File: src/rtl/itch_frame_loader.sv
// Frame loader in front of the ITCH parser: assembles stream words into the 8-register
// message bank, filters bad types and overlong frames, and issues when the book is idle.
module itch_frame_loader #(
  parameter int REG_WIDTH = 32,
  parameter int NUM_REGS  = 8,
  parameter int CNT_WIDTH = 16
) (
  input  logic                 i_clk,
  input  logic                 i_rst,
  input  logic [REG_WIDTH-1:0] i_word,
  input  logic                 i_word_valid,
  input  logic                 i_word_last,
  output logic                 o_word_ready,
  input  logic                 i_book_is_busy,
  output logic [REG_WIDTH-1:0] o_reg_1,
  output logic [REG_WIDTH-1:0] o_reg_2,
  output logic [REG_WIDTH-1:0] o_reg_3,
  output logic [REG_WIDTH-1:0] o_reg_4,
  output logic [REG_WIDTH-1:0] o_reg_5,
  output logic [REG_WIDTH-1:0] o_reg_6,
  output logic [REG_WIDTH-1:0] o_reg_7,
  output logic [REG_WIDTH-1:0] o_reg_8,
  output logic                 o_msg_valid,
  output logic [CNT_WIDTH-1:0] o_issued_count,
  output logic [CNT_WIDTH-1:0] o_dropped_count
);

  localparam int IDX_W = $clog2(NUM_REGS + 1);

  typedef enum logic [1:0] {FILL, DISCARD, HOLD} state_t;

  state_t                 state_q, state_d;
  logic [IDX_W-1:0]       idx_q, idx_d;
  logic [REG_WIDTH-1:0]   bank_q [NUM_REGS];
  logic [REG_WIDTH-1:0]   bank_d [NUM_REGS];
  logic                   msg_valid_q, msg_valid_d;
  logic [CNT_WIDTH-1:0]   issued_q, issued_d;
  logic [CNT_WIDTH-1:0]   dropped_q, dropped_d;

  logic       word_ready;
  logic       accept;
  logic [7:0] msg_type;
  logic       type_ok;

  function automatic logic [CNT_WIDTH-1:0] sat_inc(input logic [CNT_WIDTH-1:0] v);
    return (&v) ? v : v + CNT_WIDTH'(1);
  endfunction

  assign word_ready = (state_q != HOLD);
  assign accept     = i_word_valid & word_ready;
  assign msg_type   = i_word[REG_WIDTH-1 -: 8];
  assign type_ok    = (msg_type == 8'h41) || (msg_type == 8'h58) || (msg_type == 8'h45);

  // NOTE: every always_comb target gets a default first so no path leaves it unassigned (no latch).
  always_comb begin
    state_d     = state_q;
    idx_d       = idx_q;
    bank_d      = bank_q;
    msg_valid_d = 1'b0;
    issued_d    = issued_q;
    dropped_d   = dropped_q;

    case (state_q)
      FILL: begin
        if (accept) begin
          if (idx_q == '0) begin
            if (type_ok) begin
              bank_d[0] = i_word;
              for (int k = 1; k < NUM_REGS; k++) bank_d[k] = '0;
              if (i_word_last) state_d = HOLD;
              else             idx_d   = IDX_W'(1);
            end else if (i_word_last) begin
              dropped_d = sat_inc(dropped_q);
            end else begin
              state_d = DISCARD;
            end
          end else if (idx_q == IDX_W'(NUM_REGS)) begin
            // Overlong: the bank already holds a partial frame but it is never issued.
            idx_d = '0;
            if (i_word_last) dropped_d = sat_inc(dropped_q);
            else             state_d   = DISCARD;
          end else begin
            for (int k = 1; k < NUM_REGS; k++)
              if (idx_q == IDX_W'(k)) bank_d[k] = i_word;
            if (i_word_last) begin
              state_d = HOLD;
              idx_d   = '0;
            end else begin
              idx_d = idx_q + IDX_W'(1);
            end
          end
        end
      end

      DISCARD: begin
        idx_d = '0;
        if (accept && i_word_last) begin
          dropped_d = sat_inc(dropped_q);
          state_d   = FILL;
        end
      end

      HOLD: begin
        if (!i_book_is_busy) begin
          msg_valid_d = 1'b1;
          issued_d    = sat_inc(issued_q);
          state_d     = FILL;
        end
      end

      default: state_d = FILL;
    endcase
  end

  always_ff @(posedge i_clk) begin
    if (i_rst) begin
      state_q     <= FILL;
      idx_q       <= '0;
      msg_valid_q <= 1'b0;
      issued_q    <= '0;
      dropped_q   <= '0;
      // NOTE: the bank is reset on purpose; it drives parser-visible ports that must read zero.
      for (int k = 0; k < NUM_REGS; k++) bank_q[k] <= '0;
    end else begin
      state_q     <= state_d;
      idx_q       <= idx_d;
      msg_valid_q <= msg_valid_d;
      issued_q    <= issued_d;
      dropped_q   <= dropped_d;
      bank_q      <= bank_d;
    end
  end

  assign o_word_ready    = word_ready;
  assign o_msg_valid     = msg_valid_q;
  assign o_issued_count  = issued_q;
  assign o_dropped_count = dropped_q;
  assign o_reg_1 = bank_q[0];
  assign o_reg_2 = bank_q[1];
  assign o_reg_3 = bank_q[2];
  assign o_reg_4 = bank_q[3];
  assign o_reg_5 = bank_q[4];
  assign o_reg_6 = bank_q[5];
  assign o_reg_7 = bank_q[6];
  assign o_reg_8 = bank_q[7];

endmodule
File: config.mk
export PLATFORM = sky130hd
export DESIGN_NAME = itch_frame_loader
export DESIGN_NICKNAME = d
export VERILOG_FILES = /design/src/rtl/itch_frame_loader.sv
export SDC_FILE = /design/constraint.sdc
export NUM_CORES = 1
export LEC_CHECK = 0
export CAP_MARGIN = 15
export CORE_MARGIN = 2
export CORE_UTILIZATION = 50
export DETAILED_ROUTE_END_ITERATION = 10
export GPL_ROUTABILITY_DRIVEN = 0
export MAX_ROUTING_LAYER = met4
export PLACE_DENSITY = 0.91
export SETUP_SLACK_MARGIN = 0.02
export SLEW_MARGIN = 20
export SYNTH_ARGS = -nofsm -noshare
export SYNTH_HDL_FRONTEND = slang
export SYNTH_SLANG_ARGS = --single-unit
File: constraint.sdc
create_clock -name i_clk -period 6.2 [get_ports i_clk]
set_input_delay 1.24 -clock i_clk [delete_from_list [all_inputs] [get_ports i_clk]]
set_output_delay 1.24 -clock i_clk [all_outputs]
set_load 0.05 [all_outputs]
; Yosys cells after proc, flatten, opt, wreduce, memory -nomap -nowiden
; Index checks and enable logic that the tools add are counted.
[totals]
in_bits = 37
wordCells = 106
regBits = 295
[classes]
add_sub_neg = 3
mux = 35
n_reduce_logical = 28
eq_ne = 23
bitwise_logic = 4
[op_table]
columns = operator, n
row1 = 2-to-1 mux 224 bit, 3
row2 = 2-to-1 mux 32 bit, 7
row3 = 2-to-1 mux 16 bit, 7
row4 = AND reduction 5 bit, 8
row5 = adder 16 x 1 -> 16 bit (second input constant), 2
row6 = case mux 16 bit (2 select lines), 1
row7 = AND reduction 16 bit, 2
row8 = == test 8 x 7 -> 1 bit (second input constant), 3
row9 = 2-to-1 mux 4 bit, 6
row10 = == test 4 x 3 -> 1 bit (second input constant), 4
row11 = 2-to-1 mux 2 bit, 8
row12 = nonzero test 2 bit, 8
row13 = != test 2 bit (second input constant), 6
row14 = != test 3 bit (second input constant), 4
row15 = == test 4 x 2 -> 1 bit (second input constant), 2
row16 = case mux 4 bit (2 select lines), 1
row17 = AND reduction 4 bit, 2
row18 = case mux 2 bit (3 select lines), 1
row19 = AND reduction 3 bit, 2
row20 = adder 4 x 1 -> 4 bit (second input constant), 1
row21 = == test 4 x 1 -> 1 bit (second input constant), 1
row22 = == test 4 bit (second input constant), 1
row23 = zero test 4 bit, 1
row24 = inverter 1 bit, 3
row25 = other kinds (8), 9

; Longest topological paths before layout
; Gate-level depths: netlist of the first run.
[depth]
word_depth = 7
ltp_mapped = 10
depth_no_buf = 7

; Worst setup path before layout of the first run
; OpenSTA, ideal clock, no wires.
[synth_timing]
path_type = input port to flip-flop
startpoint = in i_word[31]
endpoint = reg dropped_q[14] (netlist: o_dropped_count[14])
setup_slack_ps = 3264
cell_stages = 7
t_arrival_ps = 2877
setup_time_ps = 59
required_ps = 6141
cell_sequence = buf_4 or4b_4 a2111o_1 buf_6 and4b_4 a31oi_1 o21a_1
[synth_between]
elab_chain_cells = 5
elab_cells_between_ends = 7
classes_between = eq/ne (4) / reduce/logical (3)
[synth_rtl]
columns = element, line
row1 = "start, declared", 10  ; input logic [REG_WIDTH-1:0] i_word,
row2 = == test 8 x 7 -> 1 bit, 52  ; assign type_ok = (msg_type == 8'h41) || (msg_type == 8'h58) || (msg_type == 8'h45);
row3 = logical OR 1 bit, 52
row4 = logical OR 1 bit *, 52
row5 = != test 3 bit (no source line) *, -
row6 = AND reduction 5 bit (no source line) *, -
row7 = "end signal, assigned", 129  ; dropped_q <= dropped_d;
row8 = "end, declared", 38  ; logic [CNT_WIDTH-1:0] dropped_q, dropped_d;
; Mark *: on every way between the ends. The rest lies on a longest branch, timed or not.
; A chain may end at the register's enable or synchronous reset.

; Worst setup path in the final report of the first run
[layout_timing]
startpoint = in i_word[31]
endpoint = reg bank_q, in the netlist o_reg_6[18]
[layout_between]
elab_chain_cells = 5
elab_cells_between_ends = 7
classes_between = eq/ne (4) / reduce/logical (3)
[layout_rtl]
columns = element, line
row1 = == test 8 x 7 -> 1 bit, 52
row2 = logical OR 1 bit, 52
row3 = logical OR 1 bit *, 52
row4 = != test 2 bit (no source line) *, -
row5 = AND reduction 5 bit (no source line) *, -
row6 = "end signal, assigned", 130  ; bank_q <= bank_d;
row7 = "end, declared", 34  ; logic [REG_WIDTH-1:0] bank_q [NUM_REGS];
; Marks and branches as above.

==> metrics.cfg, run 1 <==
[placement]
io_buffers = 326
dp_cells = 1676
dp_hpwl_mm = 23.6

[synthesis]
synth_edf_count = 0
syn-num-nets = 1228
yosys.area.top_type = dfxtp_1
synthCells = 1185
synth_flop_cell = dfxtp_1
syn_area_per_cell_um2 = 9.13
synthDistinctLibCells = 58
ys_ff_latch = 295
yosys.area.top_type_share_pct = 54.6
synth_simple_gate_area_share_pct = 18.8
ys_seq_area_share_pct = 54.6
yosysMostFrequentCell = dfxtp_1
yosys.area_share.xor_xnor_pct = 1.86
synth_top_family_by_area = simple AND/OR/NAND/NOR gates
synthTopCellsByArea = dfxtp_1, a22o_1, a21oi_1, nand2_1, nand3_1
mappedNetlistArea_um2 = 10800
synth_adder_area_share_pct = 0.694
synth_common_cells = dfxtp_1, nand2_1, a21oi_1
synth-compound-area-share_pct = 18.6
synth_mux_area_share_pct = 0.463
synth-async-reset-ratio_pct = 0
yosys_warnings = 0

[worst_hold_path]
hold_class = register to register

[route]
wl_mm = 36.9
vias = 10343
drt-initial-drc-count = 631
drt_drc_violations_left = 0
via_per_inst = 5.97
ant_nets = 0
first_pass_iters = 5
wire_per_inst_um = 21.3

[critical_path]
max_stage_delay_ns = 0.66
crit_required_ns = 6.66
arrival_ns = 4.33
cp-end-kind = register
critPathMaxFanout = 20
crit_path_start_kind = primary input
path_cells = clkdlybuf4s50_1 > or4b_4 > a211oi_2 > o21a_1 > buf_4 > nand3_1 > a21oi_1
crit_slowest_cell = clkdlybuf4s50_1
worstSetupPathType = primary input to register

[sta]
setup_viol = 0
tightest_slew_ns = 1.12
tns_ns = 0
skew_ns = 0.0138
relSlewSlack_pct = 24.7
fin_hold_ws_ns = 0.449
hold_viol = 0
post-route-period-util_pct = 62.3
rsz0062_at_grt = false
min_period_ns = 3.86
fmax_mhz = 259
slew_violations = 0

[floorplanning]
rows = 53
die_w_um = 151
dieHeight_um = 151
pin_count = 327
die_area_um2 = 22800
coreArea_um2 = 21200
initial_core_util_pct = 51.2

[cts]
cts.htree.levels = 1
cts_hold_buf = 0
cts_buffers = 30
clkSinkCount = 295
clk_latency_ns = 0.55
cts_max_path_buffers = 3
cts_setup_buffers = 0
cts_resized = 0
cts_tree = yes
cts_root_buf = clkbuf_16
path_clk_slew_ns = 0.06

[final_layout]
multiInputGateArea_um2 = 4450
drive_above_1_share_pct = 5.42
final_cells = 1732
final_net_count = 1476
fin_util_pct = 71.2
flow.area_growth_from_synthesis_pct = 39.2
regArea_um2 = 5910
antenna_cells = 0
nFillCells = 1531

[global_routing]
grt_pass1_wl_mm = 54.7
grt_usage_pct = 31.6
grt_pass1_vias = 9965
grt_max_degree = 110
antenna_found_initial = 0
grt-ovfl-total = 0

[power_and_ir_drop]
power_density_nw_per_um2 = 261
power_leakage_nw = 5.14
ir_drop_v = 0.000210
power_mw = 3.93

[outcome]
status = finished, final reports clean

[run]
max-cap-violations = 0

## layout make-up
cell class | count | area share [%]
Multi-Input combinational cell | 763 | 29.5
Tap cell | 275 | 2.28
Clock buffer | 48 | 6.04
Inverter | 8 | 0.199
Clock inverter | 8 | 0.648
Timing Repair Buffer | 335 | 22.1
Sequential cell | 295 | 39.2
## worst max-delay path, delay by kind of cell
kind	cells	cell delay (ns)
buffers and inverters	2	1.03
and+or+nand+nor	2	0.74
AOI/OAI and AO/OA	3	1.28
## stage by stage
stage,cell area (µm²),worst slack (ns)
after floorplan,10800,3.26
after global placement,14100,1.96
after detailed placement,14100,1.87
after CTS,15100,2.44
after global routing,15100,2.19
final,15100,2.34
## worst paths after layout
| check | from | end | slack, ns | depth (start not counted) |
|---|---|---|---|---|
| worst max-delay path | i_word[31] | o_reg_6[18] | 2.34 | 7 |
| worst min-delay path | o_reg_1[2] | o_reg_1[2] | 0.45 | 2 |
| worst max register to register | idx_q[0] | o_dropped_count[13] | 2.66 | 8 |
| worst min register to register | o_reg_1[2] | o_reg_1[2] | 0.45 | 2 |
## cells in the final DEF (no fill, tap or decap), drive strengths merged, types with 17 or more instances in the layout
master	netlist	routed
nand4	17	17
clkdlybuf4s50	0	325
dfxtp	295	295
a21oi	141	141
a22oi	31	31
nand2	168	168
nor2	73	73
a22o	93	93
xor2	20	20
nand3	105	105
clkbuf	81	48
## layer usage
metal	routed length, µm	GRT usage, %	vias to the layer above
met4	1650	13.9	0
met3	3410	7.14	117
met1	14300	37.5	5013
met5	0	-	-
met2	17500	51.7	566
li1	-	-	4647
## where the power goes
group	switching (mW)	total [mW]	internal (mW)
Clock	0.738	1.82	1.08
Sequential	0.00657	1.91	1.90
Combinational	0.153	0.206	0.0526
Total	0.897	3.93	3.04
## state kept, by name (all words and copies together), names as in the netlist
| signal | flops |
|---|---|
| o_reg_8 | 32 |
| o_issued_count | 16 |
| o_reg_2 | 32 |
| o_reg_7 | 32 |
| o_reg_5 | 32 |
| o_reg_3 | 32 |
| o_reg_6 | 32 |
| state_q | 2 |
| o_reg_1 | 32 |
| idx_q | 4 |
| o_msg_valid | 1 |
| o_reg_4 | 32 |
| o_dropped_count | 16 |
## kinds of logic after synthesis
family	Yosys count
adder cells (fa/ha/maj)	6
AO/OA/AOI/OAI	301
XOR/XNOR	23
flip-flops	295
buffers and inverters	127
AND/OR/NAND/NOR	428
multiplexers	5
(Power assumes the default switching activity.)
==> run 2: changes to the inputs <==
Settings changed: CORE_UTILIZATION 50 to 47, PLACE_DENSITY 0.91 to 0.87.
Clock period 6.2 ns to 3.7 ns, I/O delays scaled along.
==> metrics.cfg, run 2 (synthesized netlist as in run 1, its figures left out) <==
[power_and_ir_drop]
p_clk_share_pct = 46.3
power_mw = 6.62
ir_drop_v = 0.000437
switching_share_pct = 23.0
p_switching_mw = 1.52
power.share.combinational_pct = 5.4
power_density_nw_per_um2 = 434
p_int_mw = 5.10
p_seq_share_pct = 48.3
power_leakage_nw = 5.26

[critical_path]
cp-end-kind = register
ff2ff_path_depth = 7
worstSetupPathType = register to register
timing.rr.start = idx_q[0]
crit_path_start_kind = register
arrival_ns = 3.38
timing.rr.end = o_dropped_count[13]
critPathMaxFanout = 48
crit_required_ns = 4.16
reg2reg_slack_ns = 0.79

[placement]
dp_slack_ns = 0.439
io_buffers = 326
placed_area_um2 = 14200
dp_hpwl_mm = 23.9

[final_layout]
layout.cells.most_common_list = clkdlybuf4s50_1, dfxtp_1, nand2_1
flow.area_growth_from_synthesis_pct = 41.1
antenna_cells = 0
final_area_um2 = 15300
drive_above_1_share_pct = 6.79
final_net_count = 1493
final_common_cell = clkdlybuf4s50_1

[route]
drt-initial-drc-count = 739
wire_per_inst_um = 20.8
first_pass_iters = 7
drt_drc_violations_left = 0
vias = 10195
ant_nets = 0
wl_mm = 36.6
via_per_inst = 5.80

[cts]
cts_resized = 0
cts_hold_buf = 0
path_clk_slew_ns = 0.07
cts.htree.levels = 1
cts_setup_buffers = 0
clk_latency_ns = 0.55
clkSinkCount = 295
cts_root_buf = clkbuf_16
cts_max_path_buffers = 3
cts_tree = yes
cts_buffers = 30

[sta]
slew_violations = 0
rsz0062_at_grt = false
hold_viol = 0
post-route-period-util_pct = 78.7
relSlewSlack_pct = 27.9
setup_viol = 0
setup_ws_ns = 0.787
fmax_mhz = 343
min_period_ns = 2.91
tns_ns = 0
tightest_slew_ns = 1.08
skew_ns = 0.0121

[floorplanning]
die_w_um = 156
rows = 55
coreArea_um2 = 22600
pin_count = 327
die_area_um2 = 24300
dieHeight_um = 156
initial_core_util_pct = 47.8

[worst_hold_path]
hold_class = register to register
whs_endpoint = o_reg_1[15]
worstHoldPathCells = 2
min-delay-start = o_reg_1[15]

[global_routing]
grt_max_degree = 87
grt_usage_pct = 29.9
grt-ovfl-total = 0
antenna_found_initial = 0
grt_pass1_wl_mm = 55.8
grt_pass1_vias = 10000

[run]
max-cap-violations = 0

[outcome]
status = finished, final reports clean

[run 2: cell type report]
cell class / instances / area [µm²]
Sequential cell: 295 / 5910
Inverter: 8 / 30.0
Multi-Input combinational cell: 763 / 4450
Tap cell: 285 / 357
Timing Repair Buffer: 352 / 3510
Fill cell: 1674 / 7380
Clock inverter: 8 / 70.1
Clock buffer: 47 / 946
[run 2: critical path, stage by stage (launching register included)]
cell	delay (ns)
dfxtp_1	0.39
inv_1	0.11
ha_1	0.32
or3b_4	0.69
a2111o_1	0.41
nand4_2	0.31
or3_1	0.43
a21oi_1	0.15
[run 2: how the worst max path moves through the flow]
stage / to / start / cells past startpoint / slack, ns
after floorplan: o_dropped_count[14] / i_word[31] / 7 / 1.26
after global placement: o_reg_2[11] / i_word[28] / 6 / 0.53
after detailed placement: o_reg_2[24] / i_word[28] / 6 / 0.44
after CTS: o_word_ready / state_q[0] / 2 / 0.81
after global routing: o_dropped_count[11] / idx_q[0] / 7 / 0.59
final: o_dropped_count[13] / idx_q[0] / 7 / 0.79
[run 2: power groups by stage]
| stage | clock network, mW | logic (mW) | registers, mW |
|---|---|---|---|
| 2_1_floorplan | 0 | 0.193 | 3.29 |
| 3_3_place_gp | 0 | 0.346 | 3.27 |
| 3_5_place_dp | 0 | 0.352 | 3.27 |
| 4_1_cts | 3.08 | 0.355 | 3.20 |
| 5_1_grt | 3.22 | 0.378 | 3.20 |
| 6_report | 3.06 | 0.358 | 3.20 |
[run 2: per-stage QoR]
step | utilization, % | cells | hold slack, ns
after floorplan | - | 1185 | 0.519
after global placement | 62.9 | 1703 | 0.438
after detailed placement | 62.9 | 1703 | 0.444
after CTS | 67.4 | 1758 | 0.455
after global routing | 67.4 | 1758 | 0.471
final | 67.4 | 1758 | 0.451
[run 2: routing by layer]
metal | global-route usage [%] | share of wire, %
met1 | 37.2 | 40
met2 | 47.7 | 46
met3 | 6.33 | 9.1
met4 | 11.9 | 4.3
met5 | - | 0
